--- src/rtl/eth_tx_mac_gen2.sv ---
// Ethernet TX MAC: preamble/SFD, min-frame padding, CRC-32 FCS, IFG.
// Byte-per-cycle (gigabit) or byte-per-two-cycles (MII) output pacing.
module eth_tx_mac_gen2 #(
   parameter bit          PREAMBLE_EN     = 1'b1,
   parameter bit          PAD_EN          = 1'b1,
   parameter int unsigned MIN_FRAME_BYTES = 60,
   parameter bit          CRC_EN          = 1'b1,
   parameter int unsigned IFG_BYTES       = 12
) (
   input  logic       clk,
   input  logic       reset,
   input  logic [7:0] s_tx_axis_tdata,
   input  logic       s_tx_axis_tvalid,
   input  logic       s_tx_axis_tlast,
   input  logic       s_tx_axis_tuser,
   output logic       s_tx_axis_trdy,
   input  logic       rgmii_mac_tx_rdy,
   output logic [7:0] rgmii_mac_tx_data,
   output logic       rgmii_mac_tx_dv,
   output logic       rgmii_mac_tx_er,
   input  logic       mii_select,
   output logic       frame_done,
   output logic       underrun
);

   localparam logic [2:0] S_IDLE  = 3'd0;
   localparam logic [2:0] S_PRE   = 3'd1;
   localparam logic [2:0] S_PAY   = 3'd2;
   localparam logic [2:0] S_PAD   = 3'd3;
   localparam logic [2:0] S_FCS   = 3'd4;
   localparam logic [2:0] S_DRAIN = 3'd5;
   localparam logic [2:0] S_IFG   = 3'd6;

   localparam logic [2:0]  S_END    = CRC_EN ? S_FCS : S_IFG;
   localparam logic [16:0] MIN_LEN  = 17'(MIN_FRAME_BYTES);
   localparam logic [7:0]  IFG_LAST = 8'(IFG_BYTES - 1);

   logic [2:0]  state;
   logic        mode_mii;
   logic        phase;
   logic [2:0]  pre_cnt;
   logic [15:0] byte_cnt;
   logic [1:0]  fcs_idx;
   logic [7:0]  ifg_cnt;
   logic [31:0] crc;

   logic        adv;
   logic [7:0]  crc_in;
   logic [31:0] crc_nxt;
   logic [16:0] cnt_inc;
   logic [15:0] cnt_sat;
   logic [31:0] fcs;
   logic [7:0]  fcs_byte;

   function automatic logic [31:0] crc_byte(
      input logic [31:0] c,
      input logic [7:0]  d
   );
      logic [31:0] r;
      r = c;
      for (int i = 0; i < 8; i++) begin
         if (r[0] ^ d[i]) r = (r >> 1) ^ 32'hEDB8_8320;
         else             r = r >> 1;
      end
      return r;
   endfunction

   // IDLE ignores phase so a frame can start on any ready cycle.
   assign adv = rgmii_mac_tx_rdy &&
                (state == S_IDLE || !mode_mii || phase);

   always_comb begin
      s_tx_axis_trdy = 1'b0;
      if (state == S_PAY)   s_tx_axis_trdy = adv;
      if (state == S_DRAIN) s_tx_axis_trdy = rgmii_mac_tx_rdy;
   end

   assign crc_in   = (state == S_PAY) ? s_tx_axis_tdata : 8'h00;
   assign crc_nxt  = crc_byte(crc, crc_in);
   assign cnt_inc  = {1'b0, byte_cnt} + 17'd1;
   assign cnt_sat  = (&byte_cnt) ? byte_cnt : cnt_inc[15:0];
   assign fcs      = ~crc;
   assign fcs_byte = 8'(fcs >> {fcs_idx, 3'b000});

   always_ff @(posedge clk) begin
      if (reset) begin
         state             <= S_IDLE;
         mode_mii          <= 1'b0;
         phase             <= 1'b0;
         pre_cnt           <= '0;
         byte_cnt          <= '0;
         fcs_idx           <= '0;
         ifg_cnt           <= '0;
         crc               <= '1;
         rgmii_mac_tx_data <= '0;
         rgmii_mac_tx_dv   <= 1'b0;
         rgmii_mac_tx_er   <= 1'b0;
         frame_done        <= 1'b0;
         underrun          <= 1'b0;
      end else begin
         frame_done <= 1'b0;
         underrun   <= 1'b0;
         if (state == S_IDLE)
            phase <= 1'b0;
         else if (rgmii_mac_tx_rdy && mode_mii)
            phase <= ~phase;
         if (adv) begin
            unique case (state)
               S_IDLE: begin
                  if (s_tx_axis_tvalid) begin
                     mode_mii <= mii_select;
                     if (PREAMBLE_EN) begin
                        rgmii_mac_tx_data <= 8'h55;
                        rgmii_mac_tx_dv   <= 1'b1;
                        rgmii_mac_tx_er   <= 1'b0;
                        pre_cnt           <= 3'd1;
                        state             <= S_PRE;
                     end else begin
                        state <= S_PAY;
                     end
                  end
               end
               S_PRE: begin
                  rgmii_mac_tx_data <= (pre_cnt == 3'd7) ? 8'hD5 : 8'h55;
                  rgmii_mac_tx_dv   <= 1'b1;
                  rgmii_mac_tx_er   <= 1'b0;
                  pre_cnt           <= pre_cnt + 3'd1;
                  if (pre_cnt == 3'd7) state <= S_PAY;
               end
               S_PAY: begin
                  if (s_tx_axis_tvalid) begin
                     rgmii_mac_tx_data <= s_tx_axis_tdata;
                     rgmii_mac_tx_dv   <= 1'b1;
                     rgmii_mac_tx_er   <= s_tx_axis_tuser;
                     crc               <= crc_nxt;
                     byte_cnt          <= cnt_sat;
                     fcs_idx           <= '0;
                     ifg_cnt           <= '0;
                     if (s_tx_axis_tlast) begin
                        if (PAD_EN && cnt_inc < MIN_LEN) begin
                           state <= S_PAD;
                        end else begin
                           state      <= S_END;
                           frame_done <= !CRC_EN;
                        end
                     end
                  end else begin
                     rgmii_mac_tx_data <= 8'h00;
                     rgmii_mac_tx_dv   <= 1'b1;
                     rgmii_mac_tx_er   <= 1'b1;
                     underrun          <= 1'b1;
                     state             <= S_DRAIN;
                  end
               end
               S_PAD: begin
                  rgmii_mac_tx_data <= 8'h00;
                  rgmii_mac_tx_dv   <= 1'b1;
                  rgmii_mac_tx_er   <= 1'b0;
                  crc               <= crc_nxt;
                  byte_cnt          <= cnt_sat;
                  if (cnt_inc >= MIN_LEN) begin
                     state      <= S_END;
                     frame_done <= !CRC_EN;
                  end
               end
               S_FCS: begin
                  rgmii_mac_tx_data <= fcs_byte;
                  rgmii_mac_tx_dv   <= 1'b1;
                  rgmii_mac_tx_er   <= 1'b0;
                  fcs_idx           <= fcs_idx + 2'd1;
                  if (fcs_idx == 2'd3) begin
                     frame_done <= 1'b1;
                     state      <= S_IFG;
                  end
               end
               S_DRAIN: begin
                  rgmii_mac_tx_data <= 8'h00;
                  rgmii_mac_tx_dv   <= 1'b0;
                  rgmii_mac_tx_er   <= 1'b0;
               end
               S_IFG: begin
                  rgmii_mac_tx_data <= 8'h00;
                  rgmii_mac_tx_dv   <= 1'b0;
                  rgmii_mac_tx_er   <= 1'b0;
                  if (ifg_cnt == IFG_LAST) begin
                     ifg_cnt  <= '0;
                     crc      <= '1;
                     byte_cnt <= '0;
                     state    <= S_IDLE;
                  end else begin
                     ifg_cnt <= ifg_cnt + 8'd1;
                  end
               end
               default: state <= S_IDLE;
            endcase
         end
         // Draining runs every ready cycle, independent of MII pacing.
         if (state == S_DRAIN && s_tx_axis_trdy &&
             s_tx_axis_tvalid && s_tx_axis_tlast) begin
            ifg_cnt <= '0;
            state   <= S_IFG;
         end
      end
   end

endmodule

--- config.mk ---
export PLATFORM = sky130hd
export DESIGN_NAME = eth_tx_mac_gen2
export DESIGN_NICKNAME = d
export VERILOG_FILES = /design/src/rtl/eth_tx_mac_gen2.sv
export SDC_FILE = /design/constraint.sdc
export NUM_CORES = 1
export LEC_CHECK = 0
export ABC_CLOCK_PERIOD_IN_PS = 4050
export CORE_MARGIN = 2
export CORE_UTILIZATION = 34
export CTS_BUF_LIST = sky130_fd_sc_hd__clkbuf_16
export CTS_CLUSTER_SIZE = 12
export DETAILED_ROUTE_END_ITERATION = 10
export PLACE_DENSITY_LB_ADDON = 0.08
export SYNTH_ARGS = -nofsm -noshare
export SYNTH_HDL_FRONTEND = slang
export SYNTH_SLANG_ARGS = --single-unit
--- constraint.sdc ---
create_clock -name clk -period 4.05 [get_ports clk]
set_input_delay 0.81 -clock clk [delete_from_list [all_inputs] [get_ports clk]]
set_output_delay 0.81 -clock clk [all_outputs]
set_load 0.05 [all_outputs]
Word-level counts from Yosys, hierarchy flattened

Index checks and enable logic that the tools add are counted.

Bits in registers: 78
Logic and storage cells: 148
Output and inout bits: 13
Input bits: 15

Shifts and indexed selects: 1
Equality and inequality tests: 23
Bitwise operators: 22
$add $sub $neg: 4
Reduce and logical (&&, ||, !) cells: 36
Magnitude comparators: 2
Mux-type cells: 46

Operators with widths:

| kind                                                                | count |
|---|---|
| two-way mux 32 bit                                                  | 10 |
| NOT 13 -> 14 bit                                                    | 8 |
| case mux 32 bit (3 select lines)                                    | 1 |
| two-way mux 16 bit                                                  | 3 |
| two-way mux 8 bit                                                   | 6 |
| case mux 16 bit (3 select lines)                                    | 1 |
| case mux 8 bit (5 select lines)                                     | 1 |
| NOT 32 bit                                                          | 1 |
| >> shifter 32 x 5 -> 8 bit                                          | 1 |
| two-way mux 3 bit                                                   | 10 |
| case mux 3 bit (7 select lines)                                     | 1 |
| AND reduction 3 bit                                                 | 7 |
| adder 16 x 1 -> 17 bit (second input constant)                      | 1 |
| greater-or-equal comparator 17 x 6 -> 1 bit (second input constant) | 1 |
| < comparator 17 x 6 -> 1 bit (second input constant)                | 1 |
| case mux 8 bit (2 select lines)                                     | 1 |
| AND reduction 16 bit                                                | 1 |
| AND reduction 8 bit                                                 | 2 |
| inequality test 3 bit (second input constant)                       | 5 |
| == test 3 bit (second input constant)                               | 4 |
| inequality test 2 bit (second input constant)                       | 6 |
| nonzero test 3 bit                                                  | 3 |
| OR reduction 3 bit                                                  | 3 |
| adder 8 x 1 -> 8 bit (second input constant)                        | 1 |
| 26 further kinds                                                    | 55 |

Logic depth before layout (Yosys ltp)

Word-level depth: 20
Mapped depth: 9
Depth with buffers taken out: 8

Worst setup path after synthesis

Ideal clock, no wire load.

Kind: register to output
Start: reg state[0]
End: out s_tx_axis_trdy
Data arrival time: 1.857 ns
Stages on the path, launching flop included: 6
Setup slack: 1.383 ns
Path buffers: 2
Required time: 3.240 ns
Cell sequence: dfxtp_1 > buf_4 > buf_2 > nor2b_1 > a32oi_1 > nor2b_1

Cells in the longest elaborated chain, start to end: 6
Elaborated cells between the ends (all ways): 8
Classes of those cells: eq/ne: 2; mux: 2; reduce/logical: 4

Ends and longest elaborated chain:

| what                          | RTL line | text |
|---|---|---|
| start: declaration            | 38       | `logic [2:0] state;` |
| start signal: assignment      | 87       | `state <= S_IDLE;` |
| start signal: assignment      | 117      | `state <= S_PRE;` |
| start signal: assignment      | 119      | `state <= S_PAY;` |
| zero test 3 bit               | 70       | `(state == S_IDLE \|\| !mode_mii \|\| phase);` |
| logical OR 1 bit (2 in a row) | 70       |  |
| logical AND 1 bit             | 69       | `assign adv = rgmii_mac_tx_rdy &&` |
| two-way mux 1 bit             | 74       | `if (state == S_PAY) s_tx_axis_trdy = adv;` |
| two-way mux 1 bit *           | 75       | `if (state == S_DRAIN) s_tx_axis_trdy = rgmii_mac_tx_rdy;` |
| end: declaration              | 16       | `output logic s_tx_axis_trdy,` |

Mark *: on every way between the ends. The rest lies on a longest branch, timed or not.

Worst setup path after layout

Start: reg state[1]
End: out s_tx_axis_trdy

Same word-level chain as after synthesis.

==> results_dict.tcl <==
set metrics [dict create \
    max-clock-path-buffers 2 \
    cp_cell_sequence "nor2b_1, a32oi_1, nor2b_1, clkdlybuf4s50_1" \
    yosys_warnings 0 \
    grt_setup_unrepaired "false" \
    vias 4216 \
    drc_errors 0 \
    die-width_um 124 \
    critPathMaxFanout 21 \
    fp.dieArea_um2 15500 \
    slew-limit-headroom_pct 38.8 \
    ys.flop_type "dfxtp_1" \
    p_leak_nw 1.94 \
    cpMaxStageDelayCell "clkdlybuf4s50_1" \
    crit_top_cell "nor2b_1" \
    synth_area_um2 4930 \
    tightest_slew_ns 0.915 \
    num_rows 43 \
    drv_slew 0 \
    initial_core_util_pct 35.1 \
    slowest_delay_ns 0.82 \
    cts_inserted_buffers 9 \
    globalRouteOverflowTotal 0 \
    wl_mm 13.9 \
    portBuffers 27 \
    grtUsageTotal_pct 18.2 \
    min_path_type "register to register" \
    syn_avg_cell_area_um2 8.48 \
    ys_top_cells_by_area "dfxtp_1 32%, xnor2_1 10%, nor2_1 5.9%" \
    cts_hold_buffers 0 \
    clk_latency_ns 0.35 \
    first_global_vias 4097 \
    num_io_pins 28 \
    synth_cells 581 \
    final-setup-viol-count 0 \
    synth_cell_types 64 \
    cp_data_required_time_ns 3.24 \
    first_pass_iters 4 \
    layout_common_cells "78 x nor2_1, 78 x dfxtp_1, 57 x xnor2_1" \
    clk_pin_slew_ns 0.06 \
    p_total_mw 3.55 \
    final-hold-violation-count 0 \
    cts_resized 0 \
    synth_top_area_cell "dfxtp_1" \
    dp_hpwl_mm 9.81 \
    postCtsSetupBuffers 0 \
    grt_pass1_wl_mm 22.7 \
    min_period_ns 3.29 \
    finalSetupTns_ns 0 \
    end_kind "output pin" \
    synth_seq_cells 78 \
    die_y_um 124 \
    skew_ns 0.00929 \
    ctsHtreeMaxLevel 3 \
    synthesis.nets 602 \
    gp_congestion 0.858 \
    synth_edf_count 0 \
    max_cap_violations 0 \
    fin_crit_sh_pct 81.2 \
    cts_tree "yes" \
    grt_max_degree 44 \
    drtAntennaViolNets 0 \
    ctsRootBufferMaster "clkbuf_16" \
    worstSetupPathType "register to output pin" \
    drive_above_1_share_pct 9.23 \
    cp.arrival_ns 2.48 \
    cts.sinks 78 \
    diodes 0 \
    avgRoutedWirePerCell_um 17.9 \
    areaGrowthSynthToFinish_pct 15.1 \
    antenna_found_initial 0 \
    core-area_um2 14000 \
    cp-start-kind "register" \
    fmax_ghz 0.304 \
    nNetsFinal 612 \
    ys_seq_area_share_pct 31.7 \
    drt_iter0_drc 301 \
    powerDensity_nw_per_um2 626 \
    vdd_drop_max_mv 0.325 \
    synthArstFlopShare_pct 0 \
    vias_per_cell 5.43 \
    status "complete, no violations" \
    synth_top_area_share_pct 31.7 \
]
==> layout make-up <==
class                   instances  area [um^2]
clock buffers                   9          225
fillers                      1399         8370
flip-flops and latches         78         1560
well taps                     180          225
repair buffers                 38          353
clock inverters                 7          105
multi-input cells             459         3180
inverters                       5         18.8
==> cells in the mapped netlist (4+ instances only) <==
cell,instances
dfxtp_1,78
nor2_1,78
xnor2_1,57
a21oi_1,43
nand2_1,42
xor2_1,32
clkbuf_1,25
o21ai_0,22
nor3_1,20
nand3_1,12
nand4_1,12
buf_2,10
o22ai_1,10
a22oi_1,8
and3_1,8
mux4_2,8
nor2b_1,8
a31oi_1,6
ha_1,6
a211oi_1,5
inv_1,5
nand2b_1,5
nor4_1,5
nor3_2,4
==> cell families after synthesis <==
family	Yosys count	share of synthesized area, %
simple gates	224	23.5
compound gates	119	15.4
xor+xnor	97	19.5
flops	78	31.7
buf+inv	44	3.68
mux	13	4.72
fa+ha+maj	6	1.52
==> worst max-delay path, delay by kind of cell (launching register included) <==
family / cells / cell delay, ns
compound gates: 1 / 0.10
buf+inv: 1 / 0.82
flops: 1 / 0.55
simple gates: 2 / 0.66
==> report_power, final <==
part           switching, mW  internal (mW)
Combinational          0.879          0.741
Sequential             0.131          0.871
Clock                  0.332          0.594
==> per-stage QoR <==
stage / cells / util (%) / instance area (um^2) / hold WS (ns) / setup slack, ns
floorplan: 581 / - / 4930 / 0.442 / 1.38
global placement: 760 / 38.0 / 5340 / 0.450 / 0.766
detailed placement: 760 / 38.0 / 5340 / 0.464 / 0.744
CTS: 776 / 40.4 / 5670 / 0.473 / 0.746
global route: 776 / 40.4 / 5670 / 0.500 / 0.652
finish: 776 / 40.4 / 5670 / 0.468 / 0.761
==> final timing paths <==
| check | startpoint | to | slack (ns) | cells after the start |
|---|---|---|---|---|
| hold / removal | ifg_cnt[1] | ifg_cnt[1] | 0.47 | 2 |
| hold reg to reg | ifg_cnt[1] | ifg_cnt[1] | 0.47 | 2 |
| setup / recovery | state[1] | s_tx_axis_trdy | 0.76 | 4 |
| setup reg to reg | state[1] | crc[28] | 0.94 | 6 |
==> per-layer routing <==
metal  up-vias  GRT usage, %  routed length [um]
li1       2080             -                   -
met1      2051          25.1                6740
met2        74          29.4                6550
met3        11          2.71                 387
met4         0          5.75                 184
met5         -             0                   0
==> registers in the layout, indices dropped and copies added (netlist names) <==
signal and cells:
rgmii_mac_tx_er 1, phase 1, ifg_cnt 8, rgmii_mac_tx_data 8, mode_mii 1, crc 32
byte_cnt 16, underrun 1, frame_done 1, state 3, fcs_idx 2, rgmii_mac_tx_dv 1
pre_cnt 3
Power figures use the tool's default switching activity.
